**src/rtl/izneuron_sweep_scheduler.sv**
```systemverilog
// Izhikevich sweep scheduler: walks every neuron through the shared update core once per tick,
// builds the population raster and queues spiking neuron indices in a small FWFT event FIFO.
module izneuron_sweep_scheduler #(
  parameter int unsigned N_NEURONS  = 128,
  parameter int unsigned ADDR_W     = 7,
  parameter int unsigned RD_LAT     = 1,
  parameter int unsigned FIFO_DEPTH = 16
) (
  input  logic                 clk,
  input  logic                 reset,
  input  logic                 tick_start,
  output logic                 rd_en,
  output logic [ADDR_W-1:0]    rd_addr,
  output logic                 wr_en,
  output logic [ADDR_W-1:0]    wr_addr,
  output logic                 first_pass,
  input  logic                 fired,
  output logic                 busy,
  output logic                 sweep_done,
  output logic [N_NEURONS-1:0] population,
  output logic [ADDR_W:0]      spike_count,
  output logic                 evt_valid,
  output logic [ADDR_W-1:0]    evt_addr,
  input  logic                 evt_ready,
  output logic                 evt_drop,
  output logic                 tick_overrun
);

  localparam int unsigned CNT_W = ADDR_W + 1;
  localparam int unsigned PTR_W = $clog2(FIFO_DEPTH);
  localparam int unsigned OCC_W = PTR_W + 1;
  localparam logic [ADDR_W-1:0] LAST_ADDR = ADDR_W'(N_NEURONS - 1);
  localparam logic [OCC_W-1:0]  FULL_OCC  = OCC_W'(FIFO_DEPTH);

  typedef enum logic [1:0] {
    S_IDLE  = 2'd0,
    S_ISSUE = 2'd1,
    S_DRAIN = 2'd2,
    S_DONE  = 2'd3
  } state_t;

  state_t state;

  // Read-to-writeback delay line matching the core latency
  logic [RD_LAT-1:0] pipe_v;
  logic [ADDR_W-1:0] pipe_a [RD_LAT];

  assign wr_en   = pipe_v[RD_LAT-1];
  assign wr_addr = pipe_a[RD_LAT-1];

  always_ff @(posedge clk) begin
    if (reset) begin
      pipe_v <= '0;
      for (int unsigned i = 0; i < RD_LAT; i++) pipe_a[i] <= '0;
    end else begin
      pipe_v[0] <= rd_en;
      pipe_a[0] <= rd_addr;
      for (int unsigned i = 1; i < RD_LAT; i++) begin
        pipe_v[i] <= pipe_v[i-1];
        pipe_a[i] <= pipe_a[i-1];
      end
    end
  end

  // Raster accumulator including the write-back of the current cycle
  logic [N_NEURONS-1:0] acc;
  logic [N_NEURONS-1:0] acc_next;

  always_comb begin
    acc_next = acc;
    if (wr_en) acc_next[wr_addr] = fired;
  end

  function automatic logic [CNT_W-1:0] popcount(input logic [N_NEURONS-1:0] v);
    logic [CNT_W-1:0] c;
    c = '0;
    for (int unsigned i = 0; i < N_NEURONS; i++) c = c + CNT_W'(v[i]);
    return c;
  endfunction

  // Sweep sequencer; population/spike_count become visible together with sweep_done
  always_ff @(posedge clk) begin
    if (reset) begin
      state        <= S_IDLE;
      rd_en        <= 1'b0;
      rd_addr      <= '0;
      busy         <= 1'b0;
      sweep_done   <= 1'b0;
      first_pass   <= 1'b1;
      population   <= '0;
      spike_count  <= '0;
      tick_overrun <= 1'b0;
      acc          <= '0;
    end else begin
      sweep_done <= 1'b0;
      acc        <= acc_next;
      if (tick_start && state != S_IDLE) tick_overrun <= 1'b1;
      case (state)
        S_IDLE: begin
          if (tick_start) begin
            state   <= S_ISSUE;
            rd_en   <= 1'b1;
            rd_addr <= '0;
            busy    <= 1'b1;
            acc     <= '0;
          end
        end
        S_ISSUE: begin
          if (rd_addr == LAST_ADDR) begin
            rd_en <= 1'b0;
            state <= S_DRAIN;
          end else begin
            rd_addr <= rd_addr + ADDR_W'(1);
          end
        end
        S_DRAIN: begin
          if (wr_en && wr_addr == LAST_ADDR) begin
            state       <= S_DONE;
            sweep_done  <= 1'b1;
            population  <= acc_next;
            spike_count <= popcount(acc_next);
            first_pass  <= 1'b0;
          end
        end
        S_DONE: begin
          state <= S_IDLE;
          busy  <= 1'b0;
        end
        default: state <= S_IDLE;
      endcase
    end
  end

  // Spike event FIFO, first-word-fall-through
  logic [ADDR_W-1:0] mem [FIFO_DEPTH];
  logic [PTR_W-1:0]  wr_ptr;
  logic [PTR_W-1:0]  rd_ptr;
  logic [OCC_W-1:0]  occ;
  logic [OCC_W-1:0]  occ_next;
  logic              push_req;
  logic              push_ok;
  logic              pop;
  logic              full;

  always_comb begin
    push_req = wr_en & fired;
    full     = (occ == FULL_OCC);
    pop      = evt_valid & evt_ready;
    push_ok  = push_req & (~full | pop);
    occ_next = occ;
    case ({push_ok, pop})
      2'b10:   occ_next = occ + OCC_W'(1);
      2'b01:   occ_next = occ - OCC_W'(1);
      default: occ_next = occ;
    endcase
  end

  always_ff @(posedge clk) begin
    if (push_ok) mem[wr_ptr] <= wr_addr;
  end

  always_ff @(posedge clk) begin
    if (reset) begin
      wr_ptr    <= '0;
      rd_ptr    <= '0;
      occ       <= '0;
      evt_valid <= 1'b0;
      evt_drop  <= 1'b0;
    end else begin
      if (push_ok) wr_ptr <= wr_ptr + PTR_W'(1);
      if (pop) rd_ptr <= rd_ptr + PTR_W'(1);
      occ       <= occ_next;
      evt_valid <= (occ_next != '0);
      if (push_req && full && !pop) evt_drop <= 1'b1;
    end
  end

  assign evt_addr = evt_valid ? mem[rd_ptr] : '0;

endmodule

```
**config.mk**
```make
export PLATFORM = sky130hd
export DESIGN_NAME = izneuron_sweep_scheduler
export DESIGN_NICKNAME = d
export VERILOG_FILES = /design/src/rtl/izneuron_sweep_scheduler.sv
export SDC_FILE = /design/constraint.sdc
export NUM_CORES = 1
export LEC_CHECK = 0
export CORE_UTILIZATION = 50
export CTS_CLUSTER_DIAMETER = 30
export DETAILED_ROUTE_END_ITERATION = 12
export GPL_TIMING_DRIVEN = 0
export MAX_ROUTING_LAYER = met4
export PLACE_DENSITY = 0.71
export REMOVE_ABC_BUFFERS = 1
export SKIP_CTS_REPAIR_TIMING = 1
export SLEW_MARGIN = 10
export SYNTH_ARGS = -nofsm -noshare
export SYNTH_HDL_FRONTEND = slang
export SYNTH_SLANG_ARGS = --single-unit
```
**constraint.sdc**
```tcl
create_clock -name clk -period 10.4 [get_ports clk]
set_input_delay 1.04 -clock clk [delete_from_list [all_inputs] [get_ports clk]]
set_output_delay 1.04 -clock clk [all_outputs]
set_load 0.005 [all_outputs]
```
==> results by group <==
STA
  • Final Hold Fails: 0
  • Slew of the pin with the lowest slew margin: 1.294 ns
  • Rel. slew slack: 13.62%
  • Final setup violation count: 0
  • Final worst-path cycle share: 96.03%
  • Final worst setup slack: 0.4126 ns
  • RSZ-0062 raised after global routing: false
  • Max Fclk: 100.1 MHz
  • Final Hold Slack: 0.4456 ns
  • Skew final: 0.02833 ns
  • Fin. max-slew vios: 0
  • Post-route setup TNS: 0 ns
  • Minimum clock period: 9.987 ns

Cells and area
  • Layout cell share with drive strength beyond 1: 10.93%
  • Util after Layout: 64.37%
  • Most frequent cells in the layout: nor2_1, dfxtp_1, inv_1
  • Final net count: 2,124
  • Most common cell after layout, fill and taps aside: nor2_1
  • Synth-to-Final Area Change: 26.24%
  • # diodes: 0

Placed design
  • IO buf count: 169
  • RD Place Congestion: 0.8527
  • Dpl ws: 0.1790 ns
  • HPWL reported at the end of detailed placement: 32,080 µm

Yosys
  • Ys async rst share: 0%
  • Cell accounting for the most synthesized area: dfxtp_1
  • Synth unique cells: 51
  • Synth top area cells: dfxtp_1, edfxtp_1, fa_1
  • FF+latch count, synth: 417
  • Synth warnings: 0
  • Post-synth EDFFs: 112
  • Synth top area share: 31.65%
  • Cell area after synthesis: 19,290 µm²
  • Post-synthesis sequential area ratio: 49.08%
  • Top FF cell, synth: dfxtp_1
  • Gate Count Post-Synth: 1,788
  • Synth Area per Inst: 10.79 µm²

CTS
  • Root buffer cell: clkbuf_16
  • CTS H-Tree Depth: 3
  • Clock-pin slew on the worst setup and hold paths: 0.05 ns
  • Clk_lat worst skew: 0.60 ns
  • Clk sink count: 417
  • CTS tree: done
  • Max clock buf depth: 3
  • Inserted Clock Buffers: 83

Global routing
  • Gr usage total: 25.81%
  • First-pass GRT wire length: 75,290 µm
  • Grt ovf: 0
  • Initial antenna violation count: 0
  • Vias in the first global route: 13,910
  • Largest net degree at the start of global routing: 97

Route
  • Post-DR wirelength/cell: 18.69 µm
  • Router iterations before antenna repair: 5
  • Vias per cell: 5.348
  • Iter 0 DRT Violations: 799
  • Via count: 13,594
  • Final ANT Viol Nets: 0
  • # DRC: 0
  • Final wirelength: 47,520 µm

Min path
  • Hold Path Stages: 2
  • Worst Hold Class: flop to flop

Setup path
  • Worst-path fanout max: 31
  • Critical path's most frequent cell: fa_1
  • WP data required: 10.88 ns
  • Cell count of the worst reg-to-reg path: 29
  • Slowest cell delay on critical path: 1.11 ns
  • CP max stage cell: dfxtp_1
  • CP endpoint kind: flop
  • Critical path arrival: 10.46 ns
  • CP startpoint kind: flop
  • Setup CP Type: flop to flop

Power and ir drop
  • Power share of the combinational group: 6.2%
  • Power Density: 192.5 nW/µm²
  • Switching pwr: 1.108 mW
  • VDD IR max: 0.1231 mV
  • Seq pwr share: 36.7%
  • Clock power frac: 57.1%
  • Switching Share: 23.62%
  • Internal power: 3.582 mW
  • Static Leak: 10.05 nW

Outcome
  • Run status: completed

Die
  • Die area: 39,380 µm²
  • Row Count: 71
  • Area of the core: 37,840 µm²
  • IO Pins: 170
  • Initial core utilization: 50.99%
  • Chip width: 198.4 µm
  • Die Y: 198.4 µm

Run
  • Max-cap viol count: 0
[power groups by stage]
stage	logic (mW)	registers, mW	clock network [mW]
2_1_floorplan	0.169	1.75	0
3_5_place_dp	0.289	1.75	0
6_report	0.289	1.72	2.68
5_1_grt	0.318	1.72	2.78
3_3_place_gp	0.257	1.76	0
4_1_cts	0.291	1.72	2.70
[state kept, by name, summed over array words and instances (netlist names), named ones only]
| signal | count |
|---|---|
| occ | 5 |
| evt_drop | 1 |
| rd_addr | 7 |
| wr_ptr | 4 |
| mem | 112 |
| rd_en | 1 |
| evt_valid | 1 |
| pipe_a | 7 |
| state | 2 |
| acc | 128 |
| spike_count | 8 |
| population | 128 |
| sweep_done | 1 |
| tick_overrun | 1 |
| first_pass | 1 |
| wr_en | 1 |
| busy | 1 |
| rd_ptr | 4 |
[synth_stat cells (3+ instances only)]
cell,instances
or3_1,3
and3_1,4
o211ai_1,3
o21ai_0,9
xor2_1,11
edfxtp_1,112
nor2b_1,13
nand2b_1,17
buf_2,27
clkbuf_1,60
a211oi_1,130
nand4_1,10
and2_1,10
nor3_1,18
nand3_1,16
ha_1,38
dfxtp_1,305
inv_1,193
a31oi_1,3
nand2_1,102
a21oi_1,21
xnor2_1,5
mux4_2,35
mux2i_1,128
fa_1,116
buf_1,11
nor2_1,358
[worst paths after layout]
kind                                    from        endpoint  slack (ns)
worst min register to register    first_pass      first_pass        0.45
worst max register to register  pipe_a[0][2]  spike_count[6]        0.41
worst min-delay path              first_pass      first_pass        0.45
worst max-delay path            pipe_a[0][2]  spike_count[6]        0.41
[per-stage QoR]
stage / instances / area (µm²) / power [mW]
floorplan: 1687 / 18860 / 1.917
global placement: 2367 / 21190 / 2.019
detailed placement: 2391 / 21480 / 2.042
CTS: 2542 / 24340 / 4.716
global route: 2542 / 24360 / 4.825
finish: 2542 / 24360 / 4.690
[cells by family (layout without fill, tap and decap cells)]
logic type | after synthesis | count (layout) | synth area share (%)
DFF | 417 | 417 | 49.08
AOI/OAI and AO/OA | 180 | 180 | 6.666
muxes | 164 | 164 | 10.80
xor gates and xnor gates | 16 | 16 | 0.7263
and+or+nand+nor | 563 | 563 | 12.24
buffers and inverters | 294 | 537 | 5.992
adders and majority gates | 154 | 154 | 14.50
[worst max-delay path: cells and delay by family, from the launching register on]
kind | cells | cell delay (ns)
DFF | 1 | 1.11
and+or+nand+nor | 4 | 1.60
AOI/OAI and AO/OA | 4 | 0.54
muxes | 1 | 0.30
adders and majority gates | 12 | 5.74
buffers and inverters | 8 | 0.54
[cell type report]
class	count	area, µm²
Tap cell	511	639.4
Inverter	193	724.4
Clock inverter	57	659.4
Timing Repair Buffer	193	1962
Fill cell	2922	13490
Sequential cell	417	9474
Clock buffer	94	2200
Multi-Input combinational cell	1077	8700
[metal layers]
metal,wire length (µm),vias up,global-route usage [%]
met2,23670,414,42.92
met5,0,-,-
met3,2548,94,4.510
met1,19950,6757,31.68
met4,1348,0,9.259
li1,-,6329,-
(Power assumes the default switching activity.)
